[config.mk]
export PLATFORM = sky130hd
export DESIGN_NAME = forth_cpu_core
export DESIGN_NICKNAME = d
export VERILOG_FILES = /design/src/rtl/forth_cpu_core.sv
export SDC_FILE = /design/constraint.sdc
export NUM_CORES = 1
export LEC_CHECK = 0
export BUFFER_PORTS_ARGS = -buffer_cell sky130_fd_sc_hd__buf_4
export CAP_MARGIN = 20
export CORE_ASPECT_RATIO = 1.1
export CORE_MARGIN = 1.5
export CORE_UTILIZATION = 45
export CTS_BUF_LIST = sky130_fd_sc_hd__clkbuf_8
export CTS_CLUSTER_SIZE = 14
export DETAILED_ROUTE_END_ITERATION = 7
export PLACE_DENSITY = 0.68
export SLEW_MARGIN = 20
export SYNTH_ARGS = -nofsm -noshare
export SYNTH_HDL_FRONTEND = slang
export SYNTH_SLANG_ARGS = --single-unit
[constraint.sdc]
create_clock -name CLK -period 15.2 [get_ports CLK]
set_clock_uncertainty 0.1 [all_clocks]
set_input_delay 3.04 -clock CLK [delete_from_list [all_inputs] [get_ports CLK]]
set_output_delay 3.04 -clock CLK [all_outputs]
set_load 0.1 [all_outputs]
[src/rtl/forth_cpu_core.sv]
// 16-bit load/store core with a four-phase FETCH/DECODE/EXECUTE/COMMIT sequence,
// two level interrupts and a byte-wide debug register port for halt/step/inspect.
module forth_cpu_core (
    input  logic        CLK,
    input  logic        RESET,
    output logic        STOPPED,
    output logic        FETCH,
    output logic        DECODE,
    output logic        EXECUTE,
    output logic        COMMIT,
    input  logic        INT0,
    input  logic        INT1,
    output logic [15:0] ADDR_BUF,
    output logic [15:0] DOUT_BUF,
    input  logic [15:0] DIN,
    output logic        RDN_BUF,
    output logic        WRN0_BUF,
    output logic        WRN1_BUF,
    output logic        ABUS_OEN,
    input  logic [7:0]  DEBUG_DIN,
    output logic [7:0]  DEBUG_DOUT,
    input  logic [2:0]  DEBUG_ADDR,
    input  logic        DEBUG_RD,
    input  logic        DEBUG_WR
);

    typedef enum logic [2:0] {PH_FETCH, PH_DECODE, PH_EXECUTE, PH_COMMIT, PH_STOP} phase_t;

    phase_t      phase, phase_next;
    logic [15:0] regs [16];
    logic [15:0] pc, ir, mem_data;
    logic        flag_z, flag_c, flag_s, flag_p, ie, halt_req;
    logic [7:0]  dbg_sel;

    logic [3:0]  alu_op, alu_rd;
    logic [1:0]  alu_mode;
    logic [15:0] op_a, op_b, alu_res, pc_seq, pc_commit;
    logic [16:0] alu_wide;
    logic        is_alu, alu_writes, alu_flags;
    logic        is_ls, is_ld_reg, is_ldi, is_st, is_jmp, jmp_imm, cond_flag, jmp_taken;
    logic        is_halt, is_ei, is_di, needs_ext, bus_rd, bus_wr, int_take, dbg_ctrl_wr;

    // Instruction decode, ALU datapath and next-PC selection.
    always_comb begin
        alu_op    = ir[13:10];
        alu_mode  = ir[9:8];
        is_alu    = (ir[15:14] == 2'b10) && (alu_op <= 4'd7);
        alu_rd    = alu_mode[1] ? 4'd13 : ir[7:4];
        op_a      = regs[alu_rd];
        case (alu_mode)
            2'd0:    op_b = regs[ir[3:0]];
            2'd1:    op_b = {12'b0, ir[3:0]};
            2'd2:    op_b = {8'b0, ir[7:0]};
            default: op_b = {{8{ir[7]}}, ir[7:0]};
        endcase
        case (alu_op)
            4'd0:        alu_wide = {1'b0, op_b};
            4'd1:        alu_wide = {1'b0, op_a} + {1'b0, op_b};
            4'd2, 4'd3:  alu_wide = {1'b0, op_a} - {1'b0, op_b};
            4'd4:        alu_wide = {1'b0, op_a & op_b};
            4'd5:        alu_wide = {1'b0, op_a | op_b};
            4'd6:        alu_wide = {1'b0, op_a ^ op_b};
            4'd7:        alu_wide = {1'b0, ~op_b};
            default:     alu_wide = {1'b0, op_a};
        endcase
        alu_res    = alu_wide[15:0];
        alu_writes = is_alu && (alu_op != 4'd3);
        alu_flags  = is_alu && (alu_op != 4'd0);

        is_ls     = (ir[15:13] == 3'b010);
        is_ld_reg = is_ls && (ir[12:8] == 5'b00000);
        is_ldi    = is_ls && (ir[12:8] == 5'b00001);
        is_st     = is_ls && (ir[12:8] == 5'b10000);
        is_halt   = (ir == 16'h0001);
        is_ei     = (ir == 16'h0002);
        is_di     = (ir == 16'h0003);

        is_jmp  = (ir[15:14] == 2'b11);
        jmp_imm = !ir[13];
        case (ir[11:10])
            2'd0:    cond_flag = flag_z;
            2'd1:    cond_flag = flag_c;
            2'd2:    cond_flag = flag_s;
            default: cond_flag = flag_p;
        endcase
        jmp_taken = ir[9] | (cond_flag ^ ir[12]);

        needs_ext = is_ldi || (is_jmp && jmp_imm);
        pc_seq    = pc + (needs_ext ? 16'd4 : 16'd2);
        if (is_jmp && jmp_taken)
            pc_commit = jmp_imm ? mem_data : regs[ir[3:0]];
        else
            pc_commit = pc_seq;

        int_take    = ie && (INT0 || INT1);
        dbg_ctrl_wr = DEBUG_WR && (DEBUG_ADDR == 3'd0);
    end

    // Bus strobes are forced inactive during reset so an aborted store never lands.
    always_comb begin
        bus_rd   = (phase == PH_FETCH) || ((phase == PH_EXECUTE) && (needs_ext || is_ld_reg));
        bus_wr   = (phase == PH_COMMIT) && is_st;
        ADDR_BUF = pc;
        DOUT_BUF = '0;
        if (phase == PH_EXECUTE && needs_ext)
            ADDR_BUF = pc + 16'd2;
        else if ((phase == PH_EXECUTE && (is_ld_reg || is_st)) || bus_wr)
            ADDR_BUF = regs[ir[3:0]];
        if ((phase == PH_EXECUTE || phase == PH_COMMIT) && is_st)
            DOUT_BUF = regs[ir[7:4]];
        RDN_BUF  = !(bus_rd && !RESET);
        WRN0_BUF = !(bus_wr && !RESET);
        WRN1_BUF = !(bus_wr && !RESET);
        ABUS_OEN = (phase == PH_STOP);
        STOPPED  = (phase == PH_STOP);
        FETCH    = (phase == PH_FETCH);
        DECODE   = (phase == PH_DECODE);
        EXECUTE  = (phase == PH_EXECUTE);
        COMMIT   = (phase == PH_COMMIT);
    end

    always_comb begin
        phase_next = phase;
        case (phase)
            PH_FETCH:   phase_next = PH_DECODE;
            PH_DECODE:  phase_next = PH_EXECUTE;
            PH_EXECUTE: phase_next = PH_COMMIT;
            PH_COMMIT:  phase_next = (is_halt || halt_req) ? PH_STOP : PH_FETCH;
            PH_STOP:    if (dbg_ctrl_wr && (DEBUG_DIN[1] || DEBUG_DIN[2])) phase_next = PH_FETCH;
            default:    phase_next = PH_FETCH;
        endcase
    end

    // Architectural state; everything lands at the end of COMMIT, interrupts last.
    always_ff @(posedge CLK) begin
        if (RESET) begin
            phase    <= PH_FETCH;
            pc       <= '0;
            ir       <= '0;
            mem_data <= '0;
            flag_z   <= 1'b0;
            flag_c   <= 1'b0;
            flag_s   <= 1'b0;
            flag_p   <= 1'b0;
            ie       <= 1'b0;
            halt_req <= 1'b0;
            dbg_sel  <= '0;
            DEBUG_DOUT <= '0;
            for (int i = 0; i < 16; i++) regs[i] <= '0;
        end else begin
            phase <= phase_next;
            case (phase)
                PH_FETCH:   ir <= DIN;
                PH_EXECUTE: if (needs_ext || is_ld_reg) mem_data <= DIN;
                PH_COMMIT: begin
                    if (alu_writes) regs[alu_rd] <= alu_res;
                    if (alu_flags) begin
                        flag_z <= (alu_res == 16'h0000);
                        flag_c <= alu_wide[16];
                        flag_s <= alu_res[15];
                        flag_p <= alu_res[0];
                    end
                    if (is_ld_reg || is_ldi) regs[ir[7:4]] <= mem_data;
                    if (is_jmp && ir[8]) regs[14] <= pc_seq;
                    if (is_ei) ie <= 1'b1;
                    if (is_di) ie <= 1'b0;
                    pc <= pc_commit;
                    if (int_take) begin
                        regs[14] <= pc_commit;
                        ie       <= 1'b0;
                        pc       <= INT0 ? 16'h0100 : 16'h0104;
                    end
                end
                default: ;
            endcase

            // Halt requests are consumed on stopping; a step re-arms one for the next COMMIT.
            if (phase == PH_STOP) begin
                if (dbg_ctrl_wr) halt_req <= DEBUG_DIN[1] & ~DEBUG_DIN[2];
            end else if (phase == PH_COMMIT && phase_next == PH_STOP) begin
                halt_req <= 1'b0;
            end else if (dbg_ctrl_wr && DEBUG_DIN[0]) begin
                halt_req <= 1'b1;
            end

            if (DEBUG_WR && DEBUG_ADDR == 3'd3) dbg_sel <= DEBUG_DIN;
            if (DEBUG_RD) begin
                case (DEBUG_ADDR)
                    3'd0:    DEBUG_DOUT <= {5'b0, ie, phase == PH_STOP, phase == PH_FETCH};
                    3'd1:    DEBUG_DOUT <= pc[7:0];
                    3'd2:    DEBUG_DOUT <= pc[15:8];
                    3'd3:    DEBUG_DOUT <= dbg_sel;
                    3'd4:    DEBUG_DOUT <= regs[dbg_sel[3:0]][7:0];
                    3'd5:    DEBUG_DOUT <= regs[dbg_sel[3:0]][15:8];
                    default: DEBUG_DOUT <= '0;
                endcase
            end
        end
    end

endmodule

==> metrics, run 1 <==
via count=22,400; worst-skew pair later-pin latency=0.69 ns; critical-path maximum fanout=55; GRT met3 Usage=0.136; Clock Tree Buf Depth=3; Yosys cell types=80; area occupied by registers=9410 sq um; layout cells sized above 1=0.211; total grt overflow=0; total I/O pin count=82; Post-Synthesis Cells=2,354; final hold violation count=0; drt total wl=102 mm; max-cap viol count=0; WP data arrival=4.79 ns; num rows=90; initial antenna violation count=3; number of flops mapped to enable cells by yosys=256; # nets final=2,431; Pwr per Cell Area=111 nW/um^2; status=finished clean; GR Util met2=0.515; Detail Route Antenna Nets=0; Top FF cell, synth=edfxtp_1; Buffers on Ports=81; post-route cell area=27,400 sq um; setup tns final=0 ns; Avg WL per Cell=32.6 um; CP peak stage delay=0.75 ns; drt first pass iters=7; RSZ-0062 raised after global routing=false; vias in the first global route=21,300; Synth Cell Area=25,100 sq um; CP max stage cell=clkinv_1; ys async rst share=0; WHS=0.361 ns; slack of the worst reg-to-reg path=7.99 ns; Synth warnings=0; die height=251 um; H-tree depth=2; Area after DPL=26,200 sq um; Total GRT Usage=0.350; filler instances=4,972; core box area=55,000 sq um; Mapped Avg Cell Area=10.7 sq um; Clock Sinks=341; critical-path cell list=buf_4 > clkinv_1 > nand2_1 > nor4_2 > buf_4 > o21ai_1 > mux2i_1 > o21ai_0 > buf_4; die footprint=57,200 sq um; CTS tree=built; register area share after synthesis=0.374; syn_nets=2,444; minimum clock period=7.93 ns; Crit. End Element=output port; cts repair resizes=0; root buf cell=clkbuf_8; CP Data Required Time=12.06 ns; Synth area leader=edfxtp_1; Worst-path clk slew=0.06 ns; area occupied by multi-input gates=14,600 sq um; fmax=126 MHz; final setup violation count=0; vias per inst=7.16; Final Slew Violations=0; post-synth top area share=0.306; cell mode on critical path=buf_4; Diodes inserted=0; Inserted Clock Buffers=58; Top Usage Layer GRT=met2; starting density of the core=0.457; Tot Pwr=3.04 mW; Worst-Margin Slew=1.21 ns; Worst setup SP type=flop; maximum VDD drop=0.0000676 V; die extent in x=228 um; Worst slew margin=0.197; Post-CTS Hold Buffers=0; gpl congestion=1.04; synthesis-to-layout area growth=9.25%; Initial DRC Count=3,321; Final HPWL DP=71.7 mm; Final period util=0.522; #FFs+latches synth=341; DP Cell Count=3,017; met1 Usage GRT=0.433; post-CTS setup buffers=0; largest net degree at the start of global routing=65; final std cells w/o fill=3,124; crit path kind=flop to output port; first-pass GRT wire length=147 mm; DR DRC count=0; Hold Path Class=flop to flop; leading post-synthesis cells by cell area=edfxtp_1 (31%), mux4_2 (20%), dfxtp_1 (6.8%); Leakage=9.82 nW
## cells in the final DEF, fill, tap and decap left out, drive strengths merged, types with 11 or more instances in the layout
cell type / count
clkinv: 21
nand3: 33
nor2b: 32
a22oi: 17
a31oi: 35
o21a: 11
o221ai: 14
and3: 28
o21ai: 89
nand2: 219
mux2: 21
nand2b: 28
xnor2: 22
o22ai: 29
mux2i: 147
edfxtp: 256
mux4: 237
nor3: 35
inv: 80
nor2: 356
a211oi: 51
a21oi: 109
dfxtp: 85
a221oi: 28
buf: 140
clkbuf: 60
ha: 55
## layer usage
metal	routed length, um	vias up
met1	34500	10900
met2	43400	2020
met5	25	-
met4	7540	4
met3	16200	454
li1	-	8987
## stage by stage
stage / setup WS (ns) / utilization
2_1_floorplan: 7.10 / -
3_3_place_gp: 8.07 / 0.477
3_5_place_dp: 7.97 / 0.477
4_1_cts: 7.52 / 0.499
5_1_grt: 7.18 / 0.499
6_report: 7.27 / 0.499
## cells in the mapped netlist (7+ instances only)
cell type,instances
buf_1,31
a31oi_1,35
mux4_2,224
dfxtp_1,85
and2_1,7
a211oi_1,51
nand2b_1,28
a22oi_1,17
xor2_1,9
mux4_1,13
and3_1,28
buf_2,21
clkbuf_1,148
nor2b_1,32
mux2i_1,146
nand2_1,219
nand3_1,33
o22ai_1,29
inv_1,54
nor4_1,9
a221oi_1,28
o221ai_1,14
a21oi_1,109
ha_1,55
nor2_1,355
o21a_1,11
mux2_2,21
nor3_1,35
xnor2_1,22
nand4_1,8
or3_1,7
a221o_1,8
or2_2,9
o211ai_1,9
o21ai_0,87
edfxtp_1,256
## logic make-up (layout without fill, tap and decap cells)
| logic type | after synthesis | after routing | synth area share |
|---|---|---|---|
| multiplexers | 405 | 405 | 0.283 |
| flip-flops | 341 | 341 | 0.374 |
| AND/OR/NAND/NOR | 786 | 786 | 0.137 |
| buffers and inverters | 274 | 308 | 0.0452 |
| XOR/XNOR | 31 | 31 | 0.0108 |
| adder cells (fa/ha/maj) | 57 | 57 | 0.0290 |
| AO/OA/AOI/OAI | 460 | 460 | 0.121 |
## power by group
part           switching [mW]  internal [mW]  total (mW)
Combinational           0.713          0.356        1.07
Clock                   0.413          0.455       0.868
Sequential             0.0659           1.03        1.10
Total                    1.19           1.84        3.04
## state kept, by name, indices dropped and copies added, names as in the netlist, 3 cells and up, named ones only
signal / flops
dbg_sel: 8
phase: 3
mem_data: 16
pc: 16
ir: 16
DEBUG_DOUT: 8
regs: 256
## critical path: cells and delay by family (launching register included)
kind                   cells  cell delay [ns]
buffers and inverters      4             1.84
AO/OA/AOI/OAI              2             0.86
multiplexers               1             0.69
AND/OR/NAND/NOR            2             0.34
flip-flops                 1             0.31
## path summary, 6_finish.rpt
path                                  from            to  depth (start not counted)
worst max-delay path                ir[13]   ADDR_BUF[2]                          9
worst min register to register  dbg_sel[5]    dbg_sel[5]                          2
worst max register to register        flop  regs[14][13]                         19
worst min-delay path            dbg_sel[5]    dbg_sel[5]                          2
## cell type report
class	instances	share of cell area
clock inverters	47	0.0127
multi-input cells	1739	0.534
inverters	61	0.00835
clock buffers	60	0.0301
repair buffers	140	0.0383
flip-flops and latches	341	0.343
well taps	736	0.0336
Power figures use the tool's default switching activity.
==> run 2: changes to the inputs <==
- clock period: 15.2 -> 7.4 ns (I/O delays scaled with it)
==> run 2 against run 1 <==
  * Total power up 110%
  * Sequential share of layout area fell by 0.54 points
  * Via count is 1.3% higher
  * Final area is 1.6% higher
  * Clock-buffer cell count grew 3
  * Sequential power up 110%
  * Core utilization up 0.80 points
  * Register-to-register slack got worse by 7.5 ns
  * Critical path type is now flop to flop
==> metrics, run 2 (same netlist as run 1, synthesis figures left out) <==
status=finished clean; Leakage=10.1 nW (+2.6%); num rows=90 (unchanged); Crit. End Element=flop; cts repair resizes=0 (unchanged); total grt overflow=0 (unchanged); Post-CTS Hold Buffers=0 (unchanged); maximum VDD drop=0.000137 V (+100%); slack of the worst reg-to-reg path=0.51 ns (-7.48 ns); setup tns final=0 ns (unchanged); Worst setup SP type=flop; CP max stage cell=dfxtp_2; CP peak stage delay=0.85 ns (+0.10 ns); drt first pass iters=6 (-1); WP data arrival=7.37 ns (+2.58 ns); Flop pwr share=0.357 (-0.005); CP delay by family, top=compound AO/OA/AOI/OAI gates; synthesis-to-layout area growth=11.0%; final setup violation count=0 (unchanged); via count=22,700 (+1.3%); post-CTS setup buffers=0 (unchanged); root buf cell=clkbuf_8; critical-path maximum fanout=27 (-51%); Internal=3.90 mW (+110%); filler instances=4,923 (-0.99%); R2R cell count=18 (-1); Worst-Margin Slew=1.17 ns (-0.0304 ns); worst-skew pair later-pin latency=0.70 ns (about the same); Sw Share=0.383 (-0.00975); die height=251 um (unchanged); die footprint=57,200 sq um (unchanged); Largest register FFs=256 (unchanged); area occupied by multi-input gates=14,600 sq um (-0.14%); Inserted Clock Buffers=59 (+1.7%); Worst-path clk slew=0.06 ns (about the same); Detail Route Antenna Nets=0 (unchanged); area occupied by registers=9410 sq um (unchanged); Worst slew margin=0.217 (+0.0203); total I/O pin count=82 (unchanged); Buffers on Ports=81 (unchanged); largest net degree at the start of global routing=61 (-6.2%); RSZ-0062 raised after global routing=false; fmax=145 MHz; die extent in x=228 um (unchanged); CP Data Required Time=7.88 ns (-4.18 ns); Final HPWL DP=71.7 mm (about the same); core box area=55,000 sq um (unchanged); CTS tree=built; vias per inst=7.13 (-0.38%); # nets final=2,480 (+2.0%); Final Slew Violations=0 (unchanged); commonest non-fill, non-tap cells in the layout=nor2_1 (354), edfxtp_1 (256), mux4_2 (224); final hold violation count=0 (unchanged); drt total wl=106 mm (+3.8%); Worst setup endpoint=flag_z; combinational power share=0.342 (-0.010); switching power=2.42 mW (+100%); CP bufs+invs=1 (-3); first-pass GRT wire length=151 mm (+3.4%); Pwr per Cell Area=227 nW/um^2 (+110%); Total GRT Usage=0.365 (+0.0145); Util after Layout=0.507 (+0.00801); most common library cell in the layout ignoring fill and taps=nor2_1; Reg with most FFs=regs; Final period util=0.931; cell mode on critical path=mux2i_1; Clock Tree Buf Depth=3 (unchanged); H-tree depth=2 (unchanged); DR DRC count=0 (unchanged); gpl congestion=1.02 (-1.8%); Initial DRC Count=3,751 (+13%); max-cap viol count=0 (unchanged); starting density of the core=0.457 (unchanged); minimum clock period=6.89 ns; layout cells sized above 1=0.226 (+0.0152); FF-to-FF End=flag_z; cell count along the critical path=18 (+9); critical-path cell list=mux4_2 > mux2i_1 > mux2i_1 > mux2i_1 > inv_1 > nor3_1 > a21oi_1 > xnor2_1 > ha_1 > a211oi_1 > o21ai_0 > o311a_1 > o21ai_0 > mux2_2 > o32a_1 > a2111o_1 > a2111o_1 > o31ai_2; Avg WL per Cell=33.2 um (+2.0%); vias in the first global route=21,900 (+2.8%); Clk pwr share=0.301 (+0.015); Hold Path Class=flop to flop; initial antenna violation count=2 (-1); Clock Sinks=341 (unchanged); crit path kind=flop to flop
[run 2: cell count changes in the layout (fill, tap and decap cells not counted), moves of 2 or more]
| cell | previous run | this run |
|---|---|---|
| a21oi_1 | 106 | 108 |
| diode_2 | 0 | 2 |
| bufinv_16 | 5 | 7 |
| a21oi_4 | 2 | 0 |
| clkbuf_8 | 60 | 63 |
| buf_4 | 140 | 186 |
| clkinv_1 | 13 | 16 |
[run 2: layout make-up]
cell class,count,area share
repair buffers,188,0.0511
well taps,736,0.0331
inverters,61,0.00822
diodes,2,0.000180
clock buffers,63,0.0311
multi-input cells,1739,0.525
flip-flops and latches,341,0.338
clock inverters,48,0.0140
[run 2: power groups by stage]
stage                     logic (mW)  registers (mW)  clock network (mW)
after detailed placement        2.08            2.29                   0
after CTS                       2.09            2.25                1.91
after global routing            2.27            2.26                1.98
final                           2.16            2.26                1.91
after global placement          2.05            2.28                   0
after floorplan                 1.40            2.22                   0
[run 2: routing by layer]
metal	wire, um	share of wire	up-vias	track usage
met5	11	0.00010	-	0
li1	-	-	9090	-
met4	8660	0.082	2	0.243
met1	35900	0.34	11100	0.459
met3	15400	0.15	480	0.110
met2	45600	0.43	1986	0.544
[run 2: through the flow]
| stage | instances | instance area, sq um | power [mW] | setup slack [ns] | hold WS, ns |
|---|---|---|---|---|---|
| 6_report | 3178 | 27900 | 6.33 | 0.509 | 0.373 |
| 5_1_grt | 3176 | 27900 | 6.51 | 0.170 | 0.385 |
| 4_1_cts | 3175 | 27800 | 6.24 | 0.649 | 0.370 |
| 3_5_place_dp | 3064 | 26600 | 4.37 | 0.690 | 0.356 |
| 3_3_place_gp | 3064 | 26600 | 4.34 | 0.777 | 0.348 |
| 2_1_floorplan | 2354 | 25100 | 3.61 | 0.861 | 0.330 |
[run 2: worst reg2reg max path: stages (launching register included)]
cell and delay [ns]:
dfxtp_2 0.85, mux4_2 0.62, mux2i_1 0.15, mux2i_1 0.31, mux2i_1 0.59, inv_1 0.13
nor3_1 0.57, a21oi_1 0.18, xnor2_1 0.16, ha_1 0.37, a211oi_1 0.24, o21ai_0 0.19
o311a_1 0.41, o21ai_0 0.19, mux2_2 0.39, o32a_1 0.41, a2111o_1 0.36, a2111o_1 0.40
o31ai_2 0.17
[run 2: how the worst min path moves through the flow]
stage | from | end | slack [ns] | depth (start not counted)
after floorplan | flag_z | flag_z | 0.33 | 2
after global placement | flag_c | flag_c | 0.35 | 1
after detailed placement | dbg_sel[5] | dbg_sel[5] | 0.36 | 2
after CTS | dbg_sel[6] | dbg_sel[6] | 0.37 | 2
after global routing | dbg_sel[6] | dbg_sel[6] | 0.38 | 2
final | dbg_sel[7] | dbg_sel[7] | 0.37 | 2
